<file path="src/rtl/fc_pkg.sv">
// Shared constants and FSM state encoding for the fine/coarse interval path.
package fc_pkg;

  // Fine interpolator resolution: 8 sub-phases per reference clock.
  localparam int FINE_PHASES = 8;
  localparam int FINE_BITS   = 3;

  typedef enum logic [2:0] {
    ST_IDLE      = 3'd0,
    ST_WAIT_RISE = 3'd1,
    ST_MEASURE   = 3'd2,
    ST_ACCUM     = 3'd3,
    ST_HOLD      = 3'd4
  } state_t;

endpackage

</file>
<file path="src/rtl/interval_accumulator_if.sv">
// Result readout bus of the interval accumulator.
//
// Handshake: the master raises result_valid and holds result_sum and overflow
// stable until a cycle in which result_ready is sampled high; that cycle is the
// transfer, and result_valid drops on the following cycle. Valid and ready may
// be high in the same cycle; ready may be held high in advance.
interface interval_accumulator_if #(
  parameter int ACC_W = 44
);
  logic [ACC_W-1:0] result_sum;
  logic             result_valid;
  logic             result_ready;
  logic             overflow;

  modport master (
    output result_sum,
    output result_valid,
    output overflow,
    input  result_ready
  );

  modport slave (
    input  result_sum,
    input  result_valid,
    input  overflow,
    output result_ready
  );
endinterface

</file>
<file path="src/rtl/gate_sync_edge.sv">
// Synchronizes the asynchronous sample_gate and emits one-cycle rise/fall
// pulses. Both edges see the same latency (SYNC_STAGES+1 clk), so it cancels
// out of any high-time measurement.
module gate_sync_edge #(
  parameter int SYNC_STAGES = 2
) (
  input  logic clk,
  input  logic reset,
  input  logic gate_i,
  output logic rise_det,
  output logic fall_det
);

  logic [SYNC_STAGES-1:0] sync_q;
  logic                   prev_q;
  logic                   rise_q;
  logic                   fall_q;
  logic                   gate_s;

  assign gate_s   = sync_q[SYNC_STAGES-1];
  assign rise_det = rise_q;
  assign fall_det = fall_q;

  // Synchronizer chain followed by a registered edge detector.
  always_ff @(posedge clk or negedge reset) begin
    if (!reset) begin
      sync_q <= '0;
      prev_q <= 1'b0;
      rise_q <= 1'b0;
      fall_q <= 1'b0;
    end else begin
      sync_q <= (sync_q << 1) | SYNC_STAGES'(gate_i);
      prev_q <= gate_s;
      rise_q <= gate_s & ~prev_q;
      fall_q <= ~gate_s & prev_q;
    end
  end

endmodule

</file>
<file path="src/rtl/interval_accumulator.sv">
// Measures sample_gate high intervals in clk/8 units (coarse count plus fine
// rise/fall codes), sums NUM_AVG of them and offers the sum on a valid/ready bus.
module interval_accumulator
  import fc_pkg::*;
#(
  parameter int COARSE_W    = 24,
  parameter int FINE_BITS   = fc_pkg::FINE_BITS,
  parameter int NUM_AVG     = 16,
  parameter int ACC_W       = 44,
  parameter int SYNC_STAGES = 2
) (
  input  logic                   clk,
  input  logic                   reset,
  input  logic                   enable,
  input  logic                   sample_gate,
  input  logic [FINE_BITS-1:0]   rise_code,
  input  logic [FINE_BITS-1:0]   fall_code,
  interval_accumulator_if.master res,
  output logic                   busy,
  output state_t                 dbg_state
);

  // n counts 0..NUM_AVG, so it needs one bit more than log2(NUM_AVG).
  localparam int NW = $clog2(NUM_AVG) + 1;
  localparam logic [COARSE_W-1:0] COARSE_MAX = {COARSE_W{1'b1}};

  logic rise_det;
  logic fall_det;

  state_t               state_q, state_d;
  logic [COARSE_W-1:0]  coarse_q, coarse_d;
  logic [FINE_BITS-1:0] rise_code_q, rise_code_d;
  logic [FINE_BITS-1:0] fall_code_q, fall_code_d;
  logic [ACC_W-1:0]     acc_q, acc_d;
  logic [NW-1:0]        n_q, n_d;
  logic                 ovf_q, ovf_d;

  logic [COARSE_W-1:0]  coarse_inc;
  logic [ACC_W-1:0]     interval;
  logic [NW-1:0]        n_inc;

  gate_sync_edge #(
    .SYNC_STAGES(SYNC_STAGES)
  ) u_sync (
    .clk      (clk),
    .reset    (reset),
    .gate_i   (sample_gate),
    .rise_det (rise_det),
    .fall_det (fall_det)
  );

  // Saturating coarse increment; coarse is at least 1 in ACCUM, so interval
  // can never go negative even when fall_code exceeds rise_code.
  assign coarse_inc = (coarse_q == COARSE_MAX) ? coarse_q : coarse_q + COARSE_W'(1);
  assign interval   = ACC_W'({coarse_q, {FINE_BITS{1'b0}}})
                    + ACC_W'(rise_code_q) - ACC_W'(fall_code_q);
  assign n_inc      = n_q + NW'(1);

  assign res.result_sum   = acc_q;
  assign res.result_valid = (state_q == ST_HOLD);
  assign res.overflow     = ovf_q;
  assign busy             = (state_q != ST_IDLE);
  assign dbg_state        = state_q;

  // Next-state and datapath update for the measurement FSM.
  always_comb begin
    state_d     = state_q;
    coarse_d    = coarse_q;
    rise_code_d = rise_code_q;
    fall_code_d = fall_code_q;
    acc_d       = acc_q;
    n_d         = n_q;
    ovf_d       = ovf_q;
    case (state_q)
      ST_IDLE: begin
        acc_d = '0;
        n_d   = '0;
        ovf_d = 1'b0;
        if (enable) state_d = ST_WAIT_RISE;
      end
      ST_WAIT_RISE: begin
        if (!enable) begin
          state_d = ST_IDLE;
          acc_d   = '0;
          n_d     = '0;
          ovf_d   = 1'b0;
        end else if (rise_det) begin
          state_d     = ST_MEASURE;
          coarse_d    = '0;
          rise_code_d = rise_code;
        end
      end
      ST_MEASURE: begin
        if (!enable) begin
          state_d = ST_IDLE;
          acc_d   = '0;
          n_d     = '0;
          ovf_d   = 1'b0;
        end else begin
          // The cycle carrying fall_det also counts, so a K-cycle gate gives K.
          coarse_d = coarse_inc;
          if (coarse_q == COARSE_MAX) ovf_d = 1'b1;
          if (fall_det) begin
            fall_code_d = fall_code;
            state_d     = ST_ACCUM;
          end
        end
      end
      ST_ACCUM: begin
        if (!enable) begin
          state_d = ST_IDLE;
          acc_d   = '0;
          n_d     = '0;
          ovf_d   = 1'b0;
        end else begin
          acc_d   = acc_q + interval;
          n_d     = n_inc;
          state_d = (n_inc == NW'(NUM_AVG)) ? ST_HOLD : ST_WAIT_RISE;
        end
      end
      ST_HOLD: begin
        // Enable is deliberately not checked: a completed result is always delivered.
        if (res.result_ready) begin
          acc_d   = '0;
          n_d     = '0;
          ovf_d   = 1'b0;
          state_d = enable ? ST_WAIT_RISE : ST_IDLE;
        end
      end
      default: state_d = ST_IDLE;
    endcase
  end

  // State and datapath registers.
  always_ff @(posedge clk or negedge reset) begin
    if (!reset) begin
      state_q     <= ST_IDLE;
      coarse_q    <= '0;
      rise_code_q <= '0;
      fall_code_q <= '0;
      acc_q       <= '0;
      n_q         <= '0;
      ovf_q       <= 1'b0;
    end else begin
      state_q     <= state_d;
      coarse_q    <= coarse_d;
      rise_code_q <= rise_code_d;
      fall_code_q <= fall_code_d;
      acc_q       <= acc_d;
      n_q         <= n_d;
      ovf_q       <= ovf_d;
    end
  end

endmodule

</file>
<file path="src/flat_wrapper.sv">
// flat-port wrapper written by rule: the top's interface ports become plain ports
module interval_accumulator_flat import fc_pkg::*;
#(
  parameter int COARSE_W    = 24,
  parameter int FINE_BITS   = fc_pkg::FINE_BITS,
  parameter int NUM_AVG     = 16,
  parameter int ACC_W       = 44,
  parameter int SYNC_STAGES = 2
)
  (clk, reset, enable, sample_gate, rise_code, fall_code, busy, dbg_state, res_result_sum, res_result_valid, res_overflow, res_result_ready);
  interval_accumulator_if #(.ACC_W(ACC_W)) res_i ();
  input  logic clk;
  input  logic reset;
  input  logic enable;
  input  logic sample_gate;
  input  logic [FINE_BITS-1:0] rise_code;
  input  logic [FINE_BITS-1:0] fall_code;
  output logic busy;
  output state_t dbg_state;
  output wire logic [$bits(res_i.result_sum)-1:0] res_result_sum;
  output wire logic [$bits(res_i.result_valid)-1:0] res_result_valid;
  output wire logic [$bits(res_i.overflow)-1:0] res_overflow;
  input wire logic [$bits(res_i.result_ready)-1:0] res_result_ready;
  assign res_result_sum = res_i.result_sum;
  assign res_result_valid = res_i.result_valid;
  assign res_overflow = res_i.overflow;
  assign res_i.result_ready = res_result_ready;
  interval_accumulator #(.COARSE_W(COARSE_W), .FINE_BITS(FINE_BITS), .NUM_AVG(NUM_AVG), .ACC_W(ACC_W), .SYNC_STAGES(SYNC_STAGES)) u_core (.clk(clk), .reset(reset), .enable(enable), .sample_gate(sample_gate), .rise_code(rise_code), .fall_code(fall_code), .res(res_i), .busy(busy), .dbg_state(dbg_state));
endmodule
</file>
<file path="config.mk">
export PLATFORM = sky130hd
export DESIGN_NAME = interval_accumulator_flat
export DESIGN_NICKNAME = d
export VERILOG_FILES = /design/src/rtl/fc_pkg.sv /design/src/rtl/interval_accumulator_if.sv /design/src/rtl/gate_sync_edge.sv /design/src/rtl/interval_accumulator.sv /design/src/flat_wrapper.sv
export SDC_FILE = /design/constraint.sdc
export NUM_CORES = 1
export LEC_CHECK = 0
export ABC_AREA = 1
export CAP_MARGIN = 0
export CORE_AREA = 2 2 126 128
export DETAILED_ROUTE_END_ITERATION = 8
export DIE_AREA = 0 0 128 130
export GPL_ROUTABILITY_DRIVEN = 0
export PLACE_DENSITY_LB_ADDON = 0.05
export SYNTH_ARGS = -nofsm -noshare
export SYNTH_HDL_FRONTEND = slang
export SYNTH_SLANG_ARGS = --single-unit
export TNS_END_PERCENT = 50
</file>
<file path="constraint.sdc">
create_clock -name clk -period 2.5 [get_ports clk]
set_clock_uncertainty 0.2 [all_clocks]
set_input_delay 0.25 -clock clk [delete_from_list [all_inputs] [get_ports clk]]
set_output_delay 0.25 -clock clk [all_outputs]
set_load 0.02 [all_outputs]
</file>
==> impl_metrics.py, run 1 <==
metrics = {
    "timing": {
        "rsz0062_at_grt": "true",
        "setup_viol": 28,
        "worst_slack_ns": -0.234,
        "period_share_pct": 109,
        "hold_viol": 0,
        "tns_ns": -2.59,
        "period_minus_slack_ns": 2.73,
        "timing.fmax_ghz": 0.366,
        "worstMarginPinSlew_ns": 0.563,
        "finalMaxSlewViolations": 0,
        "slew_headroom_pct": 62.5,
    },
    "setup_path": {
        "startpoint_type": "flop",
        "end_kind": "flop",
        "crit_type": "flop to flop",
        "cp_data_required_time_ns": 2.53,
        "ff2ff_path_depth": 15,
        "cp_max_fo": 4,
        "arrival_ns": 2.76,
    },
    "route": {
        "route.vias.total": 9280,
        "dr.pass1.iters": 5,
        "drt_iter0_markers": 600,
        "wire_per_inst_microns": 15.1,
        "ant_nets": 0,
        "wl_microns": 26900,
        "avgViaCountPerCell": 5.21,
        "drc": 0,
    },
    "clock_tree": {
        "cts-buffers-inserted": 9,
        "clk_pin_slew_ns": 0.07,
        "root_buffer": "clkbuf_16",
        "cts_tree": "done",
        "cts.sinks": 88,
        "htree_num_levels": 3,
        "clock_latency_ns": 0.36,
        "cts_buffer_depth": 2,
    },
    "logic_synthesis": {
        "yosys_warnings": 0,
        "synth_top_area_share_pct": 26.6,
        "synthTopCellsByArea": "dfrtp_1 27%, nand2_1 21%, inv_1 15%",
        "avgSynthCellArea_sq_um": 6.06,
        "ys_types": 38,
        "synth_nets": 1448,
        "synth_cells": 1364,
        "synth_seq_cells": 88,
        "synth_top_cell_by_area": "dfrtp_1",
        "yosysSeqAreaShare_pct": 26.6,
        "syn-cell-area_sq_um": 8270,
    },
    "placed_design": {
        "io_buffers": 60,
        "place_hpwl_microns": 19600,
        "placed_cells": 1735,
        "placedInstanceArea_sq_um": 10100,
    },
    "floorplanning": {
        "design.portCount": 61,
        "die-area_sq_um": 16600,
        "fp.dieH_microns": 130,
        "initial_core_util_pct": 53.6,
        "rows": 46,
        "die_x_microns": 128,
        "coreArea_sq_um": 15400,
    },
    "layout": {
        "diodes": 0,
        "instances_no_fill": 1781,
        "layout_common_cells": "399 x nand2_1, 294 x inv_1, 151 x buf_4",
        "area_delta_synth_final_pct": 40.4,
        "nets": 1668,
        "fin_area_sq_um": 11600,
        "final_common_cell": "nand2_1",
        "layout-drive-gt1-share_pct": 24.5,
    },
    "global_routing": {
        "grt_pass1_wl_microns": 40300,
        "grt_pass1_vias": 8465,
        "antenna_found_initial": 0,
        "grt_max_degree": 40,
        "track_usage_pct": 30.8,
        "overflow": 0,
    },
    "flow_run": {
        "maxCapViolations": 0,
    },
    "status": {
        "violations": "setup timing",
        "status": "finished with violations",
    },
    "min_path": {
        "hp-class": "input port to flop",
        "hold_path_depth": 1,
    },
}
-- logic make-up (layout without fill, tap and decap cells) --
| family | Yosys count | after routing | synth area share, % |
|---|---|---|---|
| flops | 88 | 88 | 26.6 |
| simple gates | 714 | 714 | 34.9 |
| compound gates | 119 | 119 | 7.90 |
| buf+inv | 337 | 562 | 15.6 |
| xor+xnor | 29 | 29 | 3.07 |
| mux | 4 | 4 | 0.545 |
| fa+ha+maj | 73 | 73 | 11.3 |
-- stage by stage --
step	worst slack, ns	utilization [%]	hold WS, ns
2_1_floorplan	-0.0371	-	-0.246
3_3_place_gp	-0.262	65.5	0.0756
3_5_place_dp	-0.227	65.5	0.0810
4_1_cts	-0.107	69.5	0.120
5_1_grt	-0.331	75.3	0.132
6_report	-0.234	75.3	0.128
-- critical path: stages, from the launching register on --
cell and delay (ns):
dfrtp_2 0.41, inv_2 0.07, fa_2 0.45, buf_6 0.14
fa_2 0.39, inv_2 0.08, nand3_2 0.07, nand2_4 0.11
nand2_4 0.06, nand2_4 0.08, buf_4 0.12, nand2_1 0.07
nand2_2 0.10, a21oi_1 0.07, o21ai_1 0.09, o21ai_1 0.09
-- final timing paths --
check | start | endpoint | slack [ns]
worst max-delay path | u_core.res.result_sum[1] | u_core.res.result_sum[12] | -0.23
worst min-delay path | sample_gate | u_core.u_sync.sync_q[0] | 0.13
worst max register to register | u_core.res.result_sum[1] | u_core.res.result_sum[12] | -0.23
worst min register to register | u_core.u_sync.sync_q[0] | u_core.u_sync.sync_q[1] | 0.16
max in group asynchronous | reset | u_core.coarse_q[22] | 1.23
min in group asynchronous | reset | u_core.rise_code_q[0] | 0.22
-- Yosys cell counts, drive strengths merged --
library cell,count
nand2,467
inv,324
nor2,137
dfrtp,88
nand3,77
ha,70
a21oi,48
o21ai,48
xor2,22
nor3,17
nand4,11
o22ai,11
buf,7
xnor2,7
clkbuf,6
o21bai,6
mux2,4
fa,3
and2,2
nor4,2
a22o,1
a31oi,1
nand3b,1
o2111ai,1
o21a,1
o31ai,1
o41ai,1
-- cell type report --
type,instances,area [sq um]
multi-input combinational,939,5780
fill,1222,3810
sequential,88,2210
timing repair buffer,222,1880
inverter,324,1220
tap,192,240
clock buffer,9,225
clock inverter,7,58.8
-- registers in the layout (all words and copies together), names as in the netlist --
register / count
u_core.res.result_sum: 44
u_core.coarse_q: 24
u_core.n_q: 5
u_core.dbg_state: 3
u_core.fall_code_q: 3
u_core.rise_code_q: 3
u_core.u_sync.sync_q: 2
u_core.res.overflow: 1
u_core.u_sync.fall_det: 1
u_core.u_sync.prev_q: 1
u_core.u_sync.rise_det: 1
-- metal layers --
metal	vias to the layer above	part of all wire (%)	global-route usage [%]
li1	4585	-	-
met1	4252	41	38.6
met2	337	48	53.5
met3	106	5.1	2.87
met4	0	5.1	15.4
met5	-	0	0
-- what timing repair did --
| action | in CTS | in global routing |
|---|---|---|
| resized for setup | 73 | 183 |
| endpoints found under the setup margin | 36 | 38 |
| setup buffers | 9 | 21 |
| hold buffers | 1 | 0 |
| endpoints found under the hold margin | 35 | 0 |
| pin swaps | 18 | 52 |
Power of run 1 is left out: the tool's default activity adds up to more than one toggle a clock period on the data nets, which glitch-free logic cannot reach.
==> run 2: changes to the inputs <==
- REMOVE_ABC_BUFFERS: unset -> 1
- clock period: 2.5 -> 3.15 ns (I/O delays scaled with it)
==> run 2 against run 1 <==
The run now ends clean. Critical path type unchanged. Critical endpoint is now u_core.res.result_sum[32]. Worst hold slack better by 0.033 ns. Global-route usage shrank 1.4 points. Flip-flop and latch count stayed put. Cell count decreased by 8.5%.
==> impl_metrics.py, run 2 (synthesis results as in run 1) <==
metrics = {
    "timing": {
        "timing.fmax_ghz": 0.338,
        "period_minus_slack_ns": 2.95,
        "tns_ns": 0,
        "setup_viol": 0,
        "finalMaxSlewViolations": 0,
        "hold_viol": 0,
        "worstMarginPinSlew_ns": 0.675,
        "slew_headroom_pct": 54.9,
        "rsz0062_at_grt": "false",
        "period_share_pct": 93.8,
    },
    "status": {
        "status": "finished, final reports clean",
    },
    "floorplanning": {
        "rows": 46,
        "design.portCount": 61,
        "coreArea_sq_um": 15400,
        "fp.dieH_microns": 130,
        "initial_core_util_pct": 53.6,
        "die-area_sq_um": 16600,
        "die_x_microns": 128,
    },
    "setup_path": {
        "arrival_ns": 3.00,
        "cp_max_fo": 4,
        "crit_slowest_cell": "fa_1",
        "end_kind": "flop",
        "crit_type": "flop to flop",
        "cpMostUsedCell": "nand2_1",
        "cp_data_required_time_ns": 3.20,
        "cpPeakStageDelay_ns": 0.52,
        "startpoint_type": "flop",
        "worstPathCellList": "inv_1 > fa_1 > fa_1 > inv_1 > nand3_1 > nand2_1 > nand2_1 > nand2_1 > inv_1 > o21bai_2 > nand2_1 > nand2_1 > nand2_1 > nand3_1 > nand2_1",
    },
    "route": {
        "drt_iter0_markers": 697,
        "wl_microns": 23300,
        "ant_nets": 0,
        "drc": 0,
        "route.vias.total": 8343,
        "avgViaCountPerCell": 5.12,
        "dr.pass1.iters": 5,
        "wire_per_inst_microns": 14.3,
    },
    "placed_design": {
        "place_hpwl_microns": 18700,
        "io_buffers": 60,
    },
    "layout": {
        "fillCellCount": 1593,
        "layout_common_cells": "463 x nand2_1, 321 x inv_1, 133 x nor2_1",
        "area_delta_synth_final_pct": 14.4,
        "nets": 1517,
        "seq_area_sq_um": 2200,
        "largest_register_ffs": 44,
        "diodes": 0,
        "layout-drive-gt1-share_pct": 3.41,
        "final_common_cell": "nand2_1",
        "multi_input_area_sq_um": 4790,
    },
    "clock_tree": {
        "cts-buffers-inserted": 9,
        "cts_buffer_depth": 2,
        "clock_latency_ns": 0.36,
        "cts_tree": "done",
        "root_buffer": "clkbuf_16",
        "clk_pin_slew_ns": 0.07,
        "cts.sinks": 88,
        "htree_num_levels": 3,
        "post_cts_buffers": 0,
    },
    "global_routing": {
        "track_usage_pct": 29.4,
        "grt_pass1_vias": 7795,
        "grt_pass1_wl_microns": 38300,
        "antenna_found_initial": 0,
        "overflow": 0,
        "grt_max_degree": 56,
    },
    "flow_run": {
        "maxCapViolations": 0,
    },
    "min_path": {
        "hp-class": "flop to flop",
    },
}
-- run 2: changes by cell type in the layout (fill, tap and decap cells not counted), moves of 15 or more --
cell | before | now
a21oi_1 | 32 | 47
a21oi_2 | 15 | 0
buf_4 | 151 | 10
ha_1 | 40 | 70
ha_4 | 29 | 0
inv_1 | 294 | 321
inv_2 | 30 | 3
nand2_1 | 399 | 463
nand2_2 | 54 | 3
nand3_1 | 56 | 75
nor2_1 | 108 | 133
o21ai_0 | 18 | 46
o21ai_1 | 28 | 1
-- run 2: worst paths after layout --
kind	start	endpoint	slack, ns	depth (start not counted)
worst max register to register	u_core.res.result_sum[1]	u_core.res.result_sum[32]	0.20	15
worst min-delay path	u_core.u_sync.sync_q[0]	u_core.u_sync.sync_q[1]	0.16	0
worst max-delay path	u_core.res.result_sum[1]	u_core.res.result_sum[32]	0.20	15
max in group asynchronous	reset	u_core.res.result_sum[17]	1.78	3
worst min register to register	u_core.u_sync.sync_q[0]	u_core.u_sync.sync_q[1]	0.16	0
min in group asynchronous	reset	u_core.res.result_sum[8]	0.27	2
-- run 2: critical path: cells and delay by family (launching register included) --
family,cells,cell delay [ns]
flops,1,0.36
simple gates,9,0.85
buf+inv,3,0.25
fa+ha+maj,2,1.00
compound gates,1,0.19
-- run 2: timing repair --
action | CTS | global route
resized for setup | 0 | 4
setup endpoints to repair | 0 | 4
hold buffers | 1 | 0
hold endpoints to repair | 33 | 0
-- run 2: metal layers --
metal,GRT usage (%),vias up,share of wire (%)
met5,0,-,0
met4,10.8,0,2.7
met3,3.12,38,5.2
met2,48.4,253,45
met1,40.4,3788,47
li1,-,4264,-
-- run 2: cell type report --
cell class,instances,area share (%)
Timing Repair Buffer,71,7.35
Sequential cell,88,23.3
Clock buffer,9,2.38
Clock inverter,6,0.978
Inverter,324,12.9
Tap cell,192,2.54
Multi-Input combinational cell,939,50.6
-- run 2: per-stage QoR --
stage,hold slack [ns],setup slack [ns],cells,instance area [sq um],util [%]
global route,0.165,0.0206,1629,9460,61.3
CTS,0.163,0.128,1629,9450,61.3
finish,0.161,0.196,1629,9460,61.3
global placement,0.126,0.187,1613,9120,59.1
detailed placement,0.126,0.154,1613,9120,59.1
floorplan,-0.181,0.402,1351,8200,-
Power of run 2 is left out for the same reason.
